**src/rtl/rng_arbiter.sv**
```systemverilog
// Shared random-number server: one 8-bit LFSR, round-robin grant among N_REQ requesters,
// unbiased 0..bound results by mask-and-reject with a bounded retry count and masked fallback.
module rng_arbiter #(
    parameter int N_REQ     = 4,
    parameter int SHIFTS    = 8,
    parameter int MAX_RETRY = 15
) (
    input  logic               clk,
    input  logic               reset,
    input  logic               en,
    input  logic               seed_load,
    input  logic [7:0]         seed,
    input  logic [N_REQ-1:0]   req,
    input  logic [8*N_REQ-1:0] bound,
    output logic [N_REQ-1:0]   ack,
    output logic [7:0]         data_out,
    output logic               busy
);
    localparam int PW = (N_REQ > 1) ? $clog2(N_REQ) : 1;

    typedef enum logic [1:0] {IDLE, DRAW, CHECK, DONE} state_t;

    state_t        state, state_nxt;
    logic [PW-1:0] ptr, gnt, sel, gnt_inc;
    logic [7:0]    lfsr, bound_q, mask_q;
    logic [7:0]    bound_sel, mask_sel, m1, m2, cand;
    logic [3:0]    retry, cnt;
    logic          any_req, gnt_req, last_shift, accept, can_retry;

    // Cyclic search for the first active requester at or above ptr.
    always_comb begin : arb
        int            j;
        logic [PW-1:0] idx;
        any_req = 1'b0;
        sel     = '0;
        j       = 0;
        idx     = '0;
        for (int i = 0; i < N_REQ; i++) begin
            j = int'(ptr) + i;
            if (j >= N_REQ) j = j - N_REQ;
            idx = PW'(j);
            if (!any_req && req[idx]) begin
                any_req = 1'b1;
                sel     = idx;
            end
        end
    end

    always_comb begin
        bound_sel = bound[7:0];
        for (int i = 0; i < N_REQ; i++)
            if (sel == PW'(i)) bound_sel = bound[8*i +: 8];
    end

    // Smearing the bound's bits downward yields the smallest 2^k-1 covering it.
    assign m1         = bound_sel | (bound_sel >> 1);
    assign m2         = m1 | (m1 >> 2);
    assign mask_sel   = m2 | (m2 >> 4);

    assign cand       = lfsr & mask_q;
    assign accept     = (cand <= bound_q);
    assign can_retry  = (retry != 4'(MAX_RETRY));
    assign last_shift = (cnt == 4'(SHIFTS - 1));
    assign gnt_req    = req[gnt];
    assign gnt_inc    = (gnt == PW'(N_REQ - 1)) ? '0 : gnt + 1'b1;

    always_ff @(posedge clk or negedge reset) begin
        if (!reset) state <= IDLE;
        else        state <= state_nxt;
    end

    always_comb begin
        state_nxt = state;
        case (state)
            IDLE:    if (any_req) state_nxt = DRAW;
            DRAW:    if (!gnt_req)        state_nxt = IDLE;
                     else if (last_shift) state_nxt = CHECK;
            CHECK:   if (!gnt_req)                   state_nxt = IDLE;
                     else if (accept || !can_retry) state_nxt = DONE;
                     else                            state_nxt = DRAW;
            DONE:    state_nxt = IDLE;
            default: state_nxt = IDLE;
        endcase
    end

    always_comb begin
        ack = '0;
        if (state == DONE) ack[gnt] = 1'b1;
        busy = (state != IDLE);
    end

    always_ff @(posedge clk or negedge reset) begin
        if (!reset) begin
            lfsr     <= 8'h0F;
            ptr      <= '0;
            gnt      <= '0;
            bound_q  <= '0;
            mask_q   <= '0;
            retry    <= '0;
            cnt      <= '0;
            data_out <= 8'h00;
        end else begin
            if (seed_load)
                lfsr <= (seed == 8'h00) ? 8'h0F : seed;
            else if (state == DRAW || (state == IDLE && en))
                lfsr <= {lfsr[6:0], lfsr[7] ^ lfsr[0]};

            case (state)
                IDLE: if (any_req) begin
                    gnt     <= sel;
                    bound_q <= bound_sel;
                    mask_q  <= mask_sel;
                    retry   <= '0;
                    cnt     <= '0;
                end
                DRAW: begin
                    if (!gnt_req) ptr <= gnt_inc;
                    else          cnt <= cnt + 4'd1;
                end
                CHECK: begin
                    if (!gnt_req)
                        ptr <= gnt_inc;
                    else if (accept)
                        data_out <= cand;
                    else if (can_retry) begin
                        retry <= retry + 4'd1;
                        cnt   <= '0;
                    end else
                        // The top mask bit is what pushed cand past bound; dropping it always fits.
                        data_out <= cand & (mask_q >> 1);
                end
                DONE:    ptr <= gnt_inc;
                default: ;
            endcase
        end
    end
endmodule

```
**config.mk**
```make
export PLATFORM = sky130hd
export DESIGN_NAME = rng_arbiter
export DESIGN_NICKNAME = d
export VERILOG_FILES = /design/src/rtl/rng_arbiter.sv
export SDC_FILE = /design/constraint.sdc
export NUM_CORES = 1
export LEC_CHECK = 0
export BUFFER_PORTS_ARGS = -buffer_cell sky130_fd_sc_hd__buf_2
export CAP_MARGIN = 20
export CORE_MARGIN = 1.5
export CORE_UTILIZATION = 45
export DETAILED_ROUTE_END_ITERATION = 10
export PLACE_DENSITY = 0.71
export RECOVER_POWER = 100
export SETUP_SLACK_MARGIN = 0.02
export SYNTH_ARGS = -nofsm -noshare
export SYNTH_HDL_FRONTEND = slang
export SYNTH_SLANG_ARGS = --single-unit
export TNS_END_PERCENT = 1
```
**constraint.sdc**
```tcl
create_clock -name clk -period 7.15 [get_ports clk]
set_input_delay 1.0725 -clock clk [delete_from_list [all_inputs] [get_ports clk]]
set_output_delay 1.0725 -clock clk [all_outputs]
set_load 0.05 [all_outputs]
```
After elaboration in Yosys (flattened, before gate mapping):

Cells that the tools add are included.
Widths: inputs -> output; s select.

* flip-flop bits (word level): 46
* logic and storage cells: 130

* add/sub/neg operators: 10
* order comparisons: 11
* equal/unequal tests: 17
* multiplexer cells: 52
* bitwise gates (word level): 6
* reduce and logical (&&, ||, !) cells: 25

Operator list (number)
* $mux 8: 8
* $mux 4: 9
* $mux 2: 15
* $lt 2x3->1 const B: 5
* $ne 2x2->1 const B: 7
* $pmux 4 s3: 1
* $bmux 1 s2: 5
* $eq 2x2->1 const B: 5
* $mux 1: 10
* $ge 3x3->1 const B: 3
* $add 4x1->4 const B: 2
* $and 8x7->8: 1
* $and 8x8->8: 1
* $le 8x8->1: 1
* $logic_not 8->1: 1
* $or 8x4->8: 1
* $or 8x6->8: 1
* $or 8x7->8: 1
* $pmux 2 s4: 1
* $pmux 4 s2: 1
* $reduce_bool 2->1: 4
* $sub 2x1->2 const B: 4
* $add 2x2->3 const B: 2
* $reduce_and 2->1: 3
* 20 further kinds: 29

Depth between registers and ports, before layout:

* depth in word-level cells: 21
* depth in mapped cells: 11

Worst setup path after synthesis:

OpenSTA, ideal clock, no wires.

* path kind: input-to-reg
* start point: input req[2]
* end point: register mask_q[0]
* setup time: 147 ps
* arrival: 2656 ps
* slack: 4347 ps
* stages: 7
* buffers on the path: 0
* cells stage by stage: and2b_2 > a311oi_4 > nor3b_1 > a2111oi_1 > nor2_1 > nor4_4 > a41oi_1

* longest elaborated chain between the ends: 19
* elaborated cells between the ends (all ways): 32
* those cells by class: 3 x eq/ne; 19 x mux; 3 x bitwise; 7 x reduce/logical

RTL lines
* start: declaration: RTL line 13 `input logic [N_REQ-1:0] req,`
* $bmux 1 s2: RTL line 42 `if (!any_req && req[idx]) begin`
* $mux 1 (implied by the code): RTL line 42
* $mux 1: RTL line 42
* $logic_not 1->1: RTL line 42
* $logic_and 1x1->1: RTL line 42
* $mux 1: RTL line 42
* $logic_not 1->1: RTL line 42
* $logic_and 1x1->1: RTL line 42
* $mux 1: RTL line 42
* $logic_not 1->1: RTL line 42
* $logic_and 1x1->1: RTL line 42
* $mux 2: RTL line 42
* $eq 2x1->1: RTL line 52 `if (sel == PW'(i)) bound_sel = bound[8*i +: 8];`
* $mux 8 (3 in series): RTL line 52
* $or 8x7->8: RTL line 56 `assign m1 = bound_sel | (bound_sel >> 1);`
* $or 8x6->8: RTL line 57 `assign m2 = m1 | (m1 >> 2);`
* $or 8x4->8: RTL line 58 `assign mask_sel = m2 | (m2 >> 4);`
* end signal: assignment: RTL line 112 `mask_q <= mask_sel;`
* end: declaration: RTL line 25 `logic [7:0] lfsr, bound_q, mask_q;`

Several ways; a longest one is shown, not always the timed one. The select of a mux whose other input is x is not followed.
A chain may end at the register's enable or synchronous reset.

Worst setup path after layout:

Same ends and word-level chain as after synthesis.

==> impl_metrics.csv <==
group,metric,value,unit
outcome,run_status,"finished, violations left",
outcome,violations,"max-capacitance violations, max-slew violations",
synth,synth_nets,384,
final_layout,fillers,595,
die,fp.dieArea,0.00673,mm^2
global_route,grt_pass1_wl,9900,um
timing,rsz0062_at_grt,"false",
setup_path,required,7.28,ns
cts,cts_resized,0,
synth,ys_ff_latch,45,
power_and_ir_drop,leakage,1.46,nW
synth,synth_ff_type,"dfrtp_1",
cts,cts_inserted_buffers,5,
placed_design,dp_hpwl,4620,um
cts,cts_sinks,45,
cts,cts.clk_slew.worst_paths,0.09,ns
die,die-width,82.0,um
cts,cts_hold_repair.buffers,0,
die,die_y,82.0,um
synth,postSynthCellCount,317,
final_layout,multi_input_area,0.00153,mm^2
final_layout,regArea,0.00113,mm^2
setup_path,crit_arrival,3.87,ns
final_layout,layout-drive-gt1-share,0.164,
global_route,antenna_found_initial,0,
synth,synth_warnings,0,
placed_design,preCtsSetupSlack,3.70,ns
power_and_ir_drop,powerDensity,429,mW/mm^2
setup_path,critPathMaxFanout,10,
final_layout,mostFrequentLayoutCell,"nand2_1",
placed_design,gp_congestion,0.818,
detailed_routing,detail_route.wl_per_cell,13.0,um
placed_design,numPortBuffers,60,
final_layout,area_growth_syn_to_layout,13.8,%
synth,synth_top_cell_by_area,"dfrtp_1",
cts,clockBufferDepth,2,
cts,post_cts_buffers,0,
synth,syn-cell-area,0.00281,mm^2
timing,slew_headroom,-0.464,
synth,synth.distinct_cells,51,
timing,worst_slack,3.41,ns
timing,max_freq,268,MHz
cts,clock_latency,0.29,ns
final_layout,stdcell_count,452,
timing,setup-tns-final,0,ns
die,num_rows,28,
timing,slew_viol_final,62,
die,io_pins,61,
final_layout,nNetsFinal,443,
die,core,0.00599,mm^2
synth,synthArstFlopShare,1.00,
power_and_ir_drop,total_power,0.00137,W
global_route,grtUsageTotal,0.188,
synth,syn_area_per_cell,8.86,um^2
detailed_routing,postRouteWirelength,5890,um
global_route,first_global_vias,2232,
cts,htreeDepth,2,
detailed_routing,first_pass_iters,4,
timing,layout_min_cycle_time,3.74,ns
detailed_routing,drtIter0Drc,111,
global_route,grt_max_degree,46,
detailed_routing,num_vias,2407,
die,initial_core_util,0.469,
synth,synth_edf_count,0,
flow_run,drv_cap,2,
cts,cts_root_buf,"clkbuf_8",
placed_design,placed_cells,443,
global_route,grt-ovfl-total,0,
timing,worstMarginPinSlew,2.20,ns
timing,setup_viol,0,
setup_path,cp-end-kind,"register",
synth,ys_seq_area_frac,0.402,
final_layout,diodes,0,
setup_path,path_class,"input pin to register",
cts,cts_tree,"yes",
synth,synth_area_leaders,"dfrtp_1, ha_1, nand2_1",
synth,synth.top_cell.area_share,0.365,
detailed_routing,drcViolationCount,0,
timing,skew,0.00487,ns
timing,whs,0.482,ns
power_and_ir_drop,irDropWorstVdd,0.000179,V
setup_path,start_kind,"input pin",
detailed_routing,via_per_inst,5.33,
timing,final-hold-violation-count,0,
min_path,hold_path.class,"register to register",
final_layout,final_cell_mix,"nand2_1, buf_2, o21ai_0",
detailed_routing,ant_nets,0,
timing,finalCritPeriodShare,0.523,
==> stage by stage <==
step / utilization / area, um^2
6_report: 0.534 / 3200
3_3_place_gp: 0.528 / 3170
2_1_floorplan: - / 2810
3_5_place_dp: 0.528 / 3170
4_1_cts: 0.543 / 3260
5_1_grt: 0.534 / 3200
==> worst max-delay path, stage by stage <==
cell	delay [ns]
clkbuf_1	0.12
and2b_2	0.21
a311oi_1	0.83
nor2_1	0.31
nand2_1	0.16
a31oi_1	0.16
nor4_1	0.78
a41oi_1	0.22
==> cell type report <==
class | instances | area share
Clock buffer | 5 | 0.0215
Clock inverter | 3 | 0.00665
Inverter | 16 | 0.0188
Multi-Input combinational cell | 245 | 0.479
Sequential cell | 45 | 0.354
Tap cell | 75 | 0.0293
Timing Repair Buffer | 63 | 0.0911
==> cell usage after synthesis, drive strengths merged (4+ instances only) <==
| cell | n |
|---|---|
| nor3 | 5 |
| nand2 | 54 |
| ha | 19 |
| nor3b | 8 |
| clkbuf | 8 |
| o22ai | 4 |
| o21ai | 42 |
| mux2i | 6 |
| nand3 | 7 |
| inv | 16 |
| nor2 | 21 |
| a31oi | 8 |
| dfrtp | 41 |
| a21oi | 9 |
| a211oi | 8 |
| nand2b | 4 |
| and2 | 12 |
| dfstp | 4 |
==> cell families after synthesis <==
group,count (synthesis),synth area share
AOI/OAI and AO/OA,91,0.210
muxes,10,0.0427
and+or+nand+nor,125,0.220
adders and majority gates,19,0.0846
buffers and inverters,27,0.0405
DFF,45,0.402
==> flip-flops by register name (all words and copies together), names as in the netlist <==
| name | cells |
|---|---|
| retry | 4 |
| cnt | 4 |
| data_out | 8 |
| bound_q | 8 |
| gnt | 2 |
| ptr | 2 |
| lfsr | 8 |
| mask_q | 7 |
| state | 2 |
==> where the power goes <==
part	total [W]	switching, W	internal, W
sequential	0.000446	0.0000797	0.000366
combinational	0.000769	0.000499	0.000269
clock	0.000157	0.0000874	0.0000693
total	0.00137	0.000666	0.000705
==> worst paths after layout <==
kind	cells past startpoint	to	slack [ns]	from
max in group asynchronous	2	data_out[3]	4.30	reset
worst min register to register	2	data_out[7]	0.48	data_out[7]
min in group asynchronous	1	ptr[1]	0.55	reset
worst max register to register	7	mask_q[0]	3.90	ptr[0]
worst min-delay path	2	data_out[7]	0.48	data_out[7]
worst max-delay path	8	mask_q[0]	3.41	req[2]
==> metal layers <==
layer / GRT usage / share of wire
met1: 0.260 / 0.49
met2: 0.304 / 0.44
met3: 0.0311 / 0.049
met4: 0.0542 / 0.014
met5: 0 / 0
Note: power is estimated with default switching activity, not from simulation.
